## src/rtl/pc_pkg.sv

```systemverilog
// Shared types and constants for the fetch-PC slice.
package pc_pkg;

    // Fetch FSM states.
    typedef enum logic [1:0] {
        PC_BOOT  = 2'd0,
        PC_FETCH = 2'd1,
        PC_STALL = 2'd2
    } pc_state_e;

    // What, if anything, is parked in the pending-redirect buffer.
    typedef enum logic [1:0] {
        PEND_NONE  = 2'd0,
        PEND_REDIR = 2'd1,
        PEND_TRAP  = 2'd2
    } pend_kind_e;

    // Sequential fetch stride in bytes.
    localparam int PC_INC = 4;

endpackage

```

## src/rtl/pc_next_sel.sv

```systemverilog
// Next-PC priority mux and target alignment check (generalised pc_add4).
// Priority: trap > aligned redirect > pending buffer > pc+4 on advance > hold.
module pc_next_sel
    import pc_pkg::*;
#(
    parameter int XLEN   = 32,
    parameter int IALIGN = 4
) (
    input  logic [XLEN-1:0] pc,
    input  logic            advance,
    input  logic            trap_valid,
    input  logic [XLEN-1:0] trap_base,
    input  logic            redirect_valid,
    input  logic [XLEN-1:0] redirect_target,
    input  logic            pend_valid,
    input  logic [XLEN-1:0] pend_addr,
    output logic [XLEN-1:0] next_pc,
    output logic            take,
    output logic            misaligned
);

    localparam logic [XLEN-1:0] ALIGN_MASK = XLEN'(IALIGN - 1);
    localparam logic [XLEN-1:0] TRAP_MASK  = ~XLEN'(3);

    logic target_ok;
    logic redir_take;

    // Select the next PC and flag a misaligned redirect unless a trap hides it.
    always_comb begin
        target_ok  = ((redirect_target & ALIGN_MASK) == '0);
        redir_take = redirect_valid && target_ok;
        misaligned = redirect_valid && !target_ok && !trap_valid;
        next_pc    = pc;
        take       = 1'b0;
        if (trap_valid) begin
            next_pc = trap_base & TRAP_MASK;
            take    = 1'b1;
        end else if (redir_take) begin
            next_pc = redirect_target;
            take    = 1'b1;
        end else if (pend_valid) begin
            next_pc = pend_addr;
            take    = 1'b1;
        end else if (advance) begin
            next_pc = pc + XLEN'(PC_INC);
            take    = 1'b1;
        end
    end

endmodule

```

## src/rtl/pc_fetch_unit.sv

```systemverilog
// Fetch PC register with valid/ready request issue, stall handling,
// buffered redirects/traps while a request is stalled by memory, and
// misaligned-redirect reporting.
module pc_fetch_unit
    import pc_pkg::*;
#(
    parameter int              XLEN         = 32,
    parameter logic [XLEN-1:0] RESET_VECTOR = '0,
    parameter int              IALIGN       = 4,
    parameter int              CNT_W        = 16
) (
    input  logic             clk,
    input  logic             rst,
    input  logic             stall_i,
    input  logic             redirect_valid_i,
    input  logic [XLEN-1:0]  redirect_target_i,
    input  logic             trap_valid_i,
    input  logic [XLEN-1:0]  trap_base_i,
    output logic             req_valid_o,
    input  logic             req_ready_i,
    output logic [XLEN-1:0]  pc_o,
    output logic             misalign_o,
    output logic [XLEN-1:0]  misalign_addr_o,
    output logic [CNT_W-1:0] fetch_count_o
);

    pc_state_e       state;
    pend_kind_e      pend_kind;
    logic [XLEN-1:0] pend_addr;

    logic            fire;
    logic            update;
    logic [XLEN-1:0] sel_next_pc;
    logic            sel_take;
    logic            sel_misaligned;

    // PC may only move when no request is being held against a busy memory.
    assign fire   = req_valid_o && req_ready_i;
    assign update = fire || (state != PC_FETCH);

    pc_next_sel #(
        .XLEN   (XLEN),
        .IALIGN (IALIGN)
    ) u_next_sel (
        .pc              (pc_o),
        .advance         (fire),
        .trap_valid      (trap_valid_i),
        .trap_base       (trap_base_i),
        .redirect_valid  (redirect_valid_i),
        .redirect_target (redirect_target_i),
        .pend_valid      (pend_kind != PEND_NONE),
        .pend_addr       (pend_addr),
        .next_pc         (sel_next_pc),
        .take            (sel_take),
        .misaligned      (sel_misaligned)
    );

    // Fetch FSM with registered request-valid.
    always_ff @(posedge clk or negedge rst) begin
        if (!rst) begin
            state       <= PC_BOOT;
            req_valid_o <= 1'b0;
        end else begin
            case (state)
                PC_BOOT: begin
                    state       <= PC_FETCH;
                    req_valid_o <= 1'b1;
                end
                PC_FETCH: begin
                    if (fire && stall_i) begin
                        state       <= PC_STALL;
                        req_valid_o <= 1'b0;
                    end
                end
                PC_STALL: begin
                    if (!stall_i) begin
                        state       <= PC_FETCH;
                        req_valid_o <= 1'b1;
                    end
                end
                default: begin
                    state       <= PC_BOOT;
                    req_valid_o <= 1'b0;
                end
            endcase
        end
    end

    // PC, pending buffer, misalign report and handshake counter.
    always_ff @(posedge clk or negedge rst) begin
        if (!rst) begin
            pc_o            <= RESET_VECTOR;
            pend_kind       <= PEND_NONE;
            pend_addr       <= '0;
            misalign_o      <= 1'b0;
            misalign_addr_o <= '0;
            fetch_count_o   <= '0;
        end else begin
            misalign_o <= sel_misaligned;
            if (sel_misaligned) begin
                misalign_addr_o <= redirect_target_i;
            end
            if (fire) begin
                fetch_count_o <= fetch_count_o + CNT_W'(1);
            end
            if (update) begin
                if (sel_take) begin
                    pc_o <= sel_next_pc;
                end
                pend_kind <= PEND_NONE;
            end else if (trap_valid_i) begin
                // Request outstanding: park the trap; it always wins the buffer.
                pend_kind <= PEND_TRAP;
                pend_addr <= sel_next_pc;
            end else if (redirect_valid_i && !sel_misaligned && (pend_kind != PEND_TRAP)) begin
                // A redirect may replace an older redirect but never a parked trap.
                pend_kind <= PEND_REDIR;
                pend_addr <= sel_next_pc;
            end
        end
    end

endmodule

```

## config.mk

```make
export PLATFORM = sky130hd
export DESIGN_NAME = pc_fetch_unit
export DESIGN_NICKNAME = d
export VERILOG_FILES = /design/src/rtl/pc_pkg.sv /design/src/rtl/pc_next_sel.sv /design/src/rtl/pc_fetch_unit.sv
export SDC_FILE = /design/constraint.sdc
export NUM_CORES = 1
export LEC_CHECK = 0
export BUFFER_PORTS_ARGS = -buffer_cell sky130_fd_sc_hd__buf_4
export CORE_ASPECT_RATIO = 1.1
export CORE_MARGIN = 3
export CORE_UTILIZATION = 45
export DETAILED_ROUTE_END_ITERATION = 6
export MAX_ROUTING_LAYER = met4
export PLACE_DENSITY = 0.77
export SYNTH_ARGS = -nofsm -noshare
export SYNTH_HDL_FRONTEND = slang
export SYNTH_SLANG_ARGS = --single-unit
```

## constraint.sdc

```tcl
create_clock -name clk -period 5.6 [get_ports clk]
set_input_delay 1.12 -clock clk [delete_from_list [all_inputs] [get_ports clk]]
set_output_delay 1.12 -clock clk [all_outputs]
set_load 0.05 [all_outputs]
```

==> run summary <==
outcome: complete, no violations
CORE AREA: 13,400 µm²
Syn-to-layout area delta: 29.7%
Pleak: 3.65 nW
final std cells w/o fill: 980
Antenna Nets Post-Route: 0
Async SR Flop Fraction: 100%
yosys warns: 0
DP Wirelength: 12,800 µm
Antenna Cells: 0
Worst path top cell family by delay: buffers and inverters
Comb power frac: 35.5%
largest net degree at the start of global routing: 78
post-synth net total: 720
vias per cell: 5.94
clock power share: 31.2%
clock skew: 12.6 ps
Avg WL per Cell: 19.3 µm
Crit Path Max Fanout: 55
Die X: 119 µm
layout cells sized above 1: 33.3%
TritonCTS Buffers: 17
CTS resizes: 0
H-tree Lvls: 4
RD Place Congestion: 0.881
initial antenna violation count: 0
worst-path cell chain: buf_4, or3_1, o31ai_4, buf_4, mux2i_1, a31oi_1
post-synthesis instance total: 648
Final period util: 57.2%
sequential-to-total area share from yosys stat: 46.5%
die area: 15,400 µm²
hold buffers post-CTS: 0
clock slew at reported path FFs: 60 ps
Main synth FF type: dfrtp_1
Total GRT Usage: 25.7%
worst skew pair latency: 430 ps
RSZ-0062 raised after global routing: no
row cnt: 44
# setup viols final: 0
Pint: 2.37 mW
CTS tree: done
Detailed Route Iter0 Violations: 499
setup bufs post-CTS: 0
final-report max-slew violation count: 0
clock buffer depth: 2
fill count: 1,160
# clock sinks: 117
sw power: 1.57 mW
routed via count: 5,820
Min Clock Period, post-route: 3200 ps
crit end category: flip-flop
CP dominant cell by count: buf_4
Sequential Power Share: 33.3%
Final Core Density: 60.8%
crit-path max cell delay: 660 ps
CP bufs+invs: 2
CP Data Required Time: 5870 ps
Max Cap Viol: 0
Achievable Freq: 312 MHz
final wirelength: 18,900 µm
Congestion Overflow GR: 0
Final Hold Viols: 0
Worst Setup Path Type: input pin to flip-flop
synth unique cells: 67
type of origin of the critical path: input pin
sw frac: 40.0%
Post-Synthesis Cell Area: 6290 µm²
Relative slew margins: 28.9%
Hold Path Class: flip-flop to flip-flop
Root Buffer: clkbuf_16
worst-margin pin slew: 1070 ps
# port buffers: 149
first-pass GRT wire length: 30,300 µm
initial core utilization: 46.9%
Final #Nets: 855
Cell Area, Placed: 7500 µm²
Post-Place Cells: 948
vias in the first global route: 6,051
DR DRC count: 0
maximum vdd drop: 304 µV
cell area after layout: 8160 µm²
drt first pass iters: 6
Max stage delay cell, worst path: o31ai_4
#FFs+latches synth: 117
IO Pins: 152
data arrival time of the worst path: 3470 ps
P per Cell Area: 483 nW/µm²
number of synthesized flops with an enable pin: 0
Die Ht: 130 µm
Avg Cell Area, Syn: 9.71 µm²
Sum Neg Setup Slack: 0 ps
worst paths after layout:
path,from,to,slack [ps],cells past startpoint
max in group asynchronous,rst,pc_o[17]$_DFFE_PN0P_,3590,2
setup reg to reg,pend_kind[0]$_DFFE_PN0P_,pc_o[25]$_DFFE_PN0P_,2800,5
setup / recovery,trap_valid_i,pc_o[12]$_DFFE_PN0P_,2400,6
min in group asynchronous,rst,pc_o[5]$_DFFE_PN0P_,870,1
hold reg to reg,pend_addr[23]$_DFFE_PN0P_,pend_addr[23]$_DFFE_PN0P_,480,2
hold / removal,pend_addr[23]$_DFFE_PN0P_,pend_addr[23]$_DFFE_PN0P_,480,2
metal layers:
metal  vias up  part of all wire (%)  global-route usage [%]
met2       304                    49                    42.0
met3        38                   8.0                    5.59
li1       2645                     -                       -
met1      2833                    40                    31.3
met5         -                     0                       -
met4         0                   2.3                    10.6
registers in the layout, summed over array words and instances, names as in the netlist:
register / flops
pc_o: 32
state: 2
misalign_o: 1
pend_addr: 32
fetch_count_o: 16
pend_kind: 2
misalign_addr_o: 32
cell type report:
| type | count | area [µm²] | share of cell area (%) |
|---|---|---|---|
| repair buffers | 157 | 1180 | 14.4 |
| clock inverters | 12 | 199 | 2.44 |
| multi-input cells | 485 | 3140 | 38.5 |
| inverters | 5 | 18.8 | 0.230 |
| flip-flops and latches | 117 | 2930 | 35.9 |
| clock buffers | 20 | 467 | 5.72 |
| well taps | 184 | 230 | 2.82 |
synth_stat cells (8+ instances only):
library cell	n	area [µm²]
nand2_1	94	353
clkbuf_1	21	78.8
nand4_1	12	75.1
nand3_1	23	115
o31ai_1	10	75.1
a211oi_1	8	60.1
mux2_2	34	383
buf_2	12	60.1
xor2_1	9	78.8
nor2_1	41	154
dfrtp_1	117	2930
a31oi_1	12	75.1
a21oi_1	46	230
and2_1	16	100
nor3_1	14	70.1
and3_1	16	100
o21ai_2	20	175
xnor2_1	16	140
o21ai_0	27	135
through the flow:
step	power, mW	hold WS [ps]	worst slack (ps)
after floorplan	2.25	446	2960
after global placement	2.66	454	2050
after detailed placement	2.71	461	2020
after CTS	3.95	476	2450
after global routing	4.11	508	2300
final	3.94	480	2400
cells in the final DEF, fill, tap and decap left out, drive strengths merged, types with 13 or more instances in the layout:
cell,Yosys,final
nand3,24,24
mux2,34,34
nand4,14,14
nor2,41,41
buf,20,157
clkbuf,21,20
o21ai,51,51
and2,16,16
xnor2,16,16
o31ai,13,13
a21oi,46,46
nor3,15,15
a31oi,13,13
dfrtp,117,117
and3,16,16
nand2,94,94
power groups by stage:
stage          clock (mW)  combinational (mW)  sequential, mW
6_report             1.23                1.40            1.31
5_1_grt              1.28                1.49            1.34
4_1_cts              1.24                1.40            1.30
3_5_place_dp            0                1.40            1.31
3_3_place_gp            0                1.36            1.30
2_1_floorplan           0               0.510            1.74
kinds of logic (layout without fill, tap and decap cells):
group	Yosys count	in the layout	share of synthesized area [%]
AND/OR/NAND/NOR	246	246	20.0
AO/OA/AOI/OAI	174	174	19.0
flip-flops	117	117	46.5
buffers and inverters	46	194	3.88
multiplexers	38	38	6.72
XOR/XNOR	25	25	3.48
adder cells (fa/ha/maj)	2	2	0.397
worst register-to-register path, delay by kind of cell, from the launching register on:
| family | cells | cell delay (ps) |
|---|---|---|
| simple gates | 2 | 1160 |
| flops | 1 | 440 |
| buf+inv | 1 | 330 |
| compound gates | 2 | 760 |
Power figures use the tool's default switching activity.
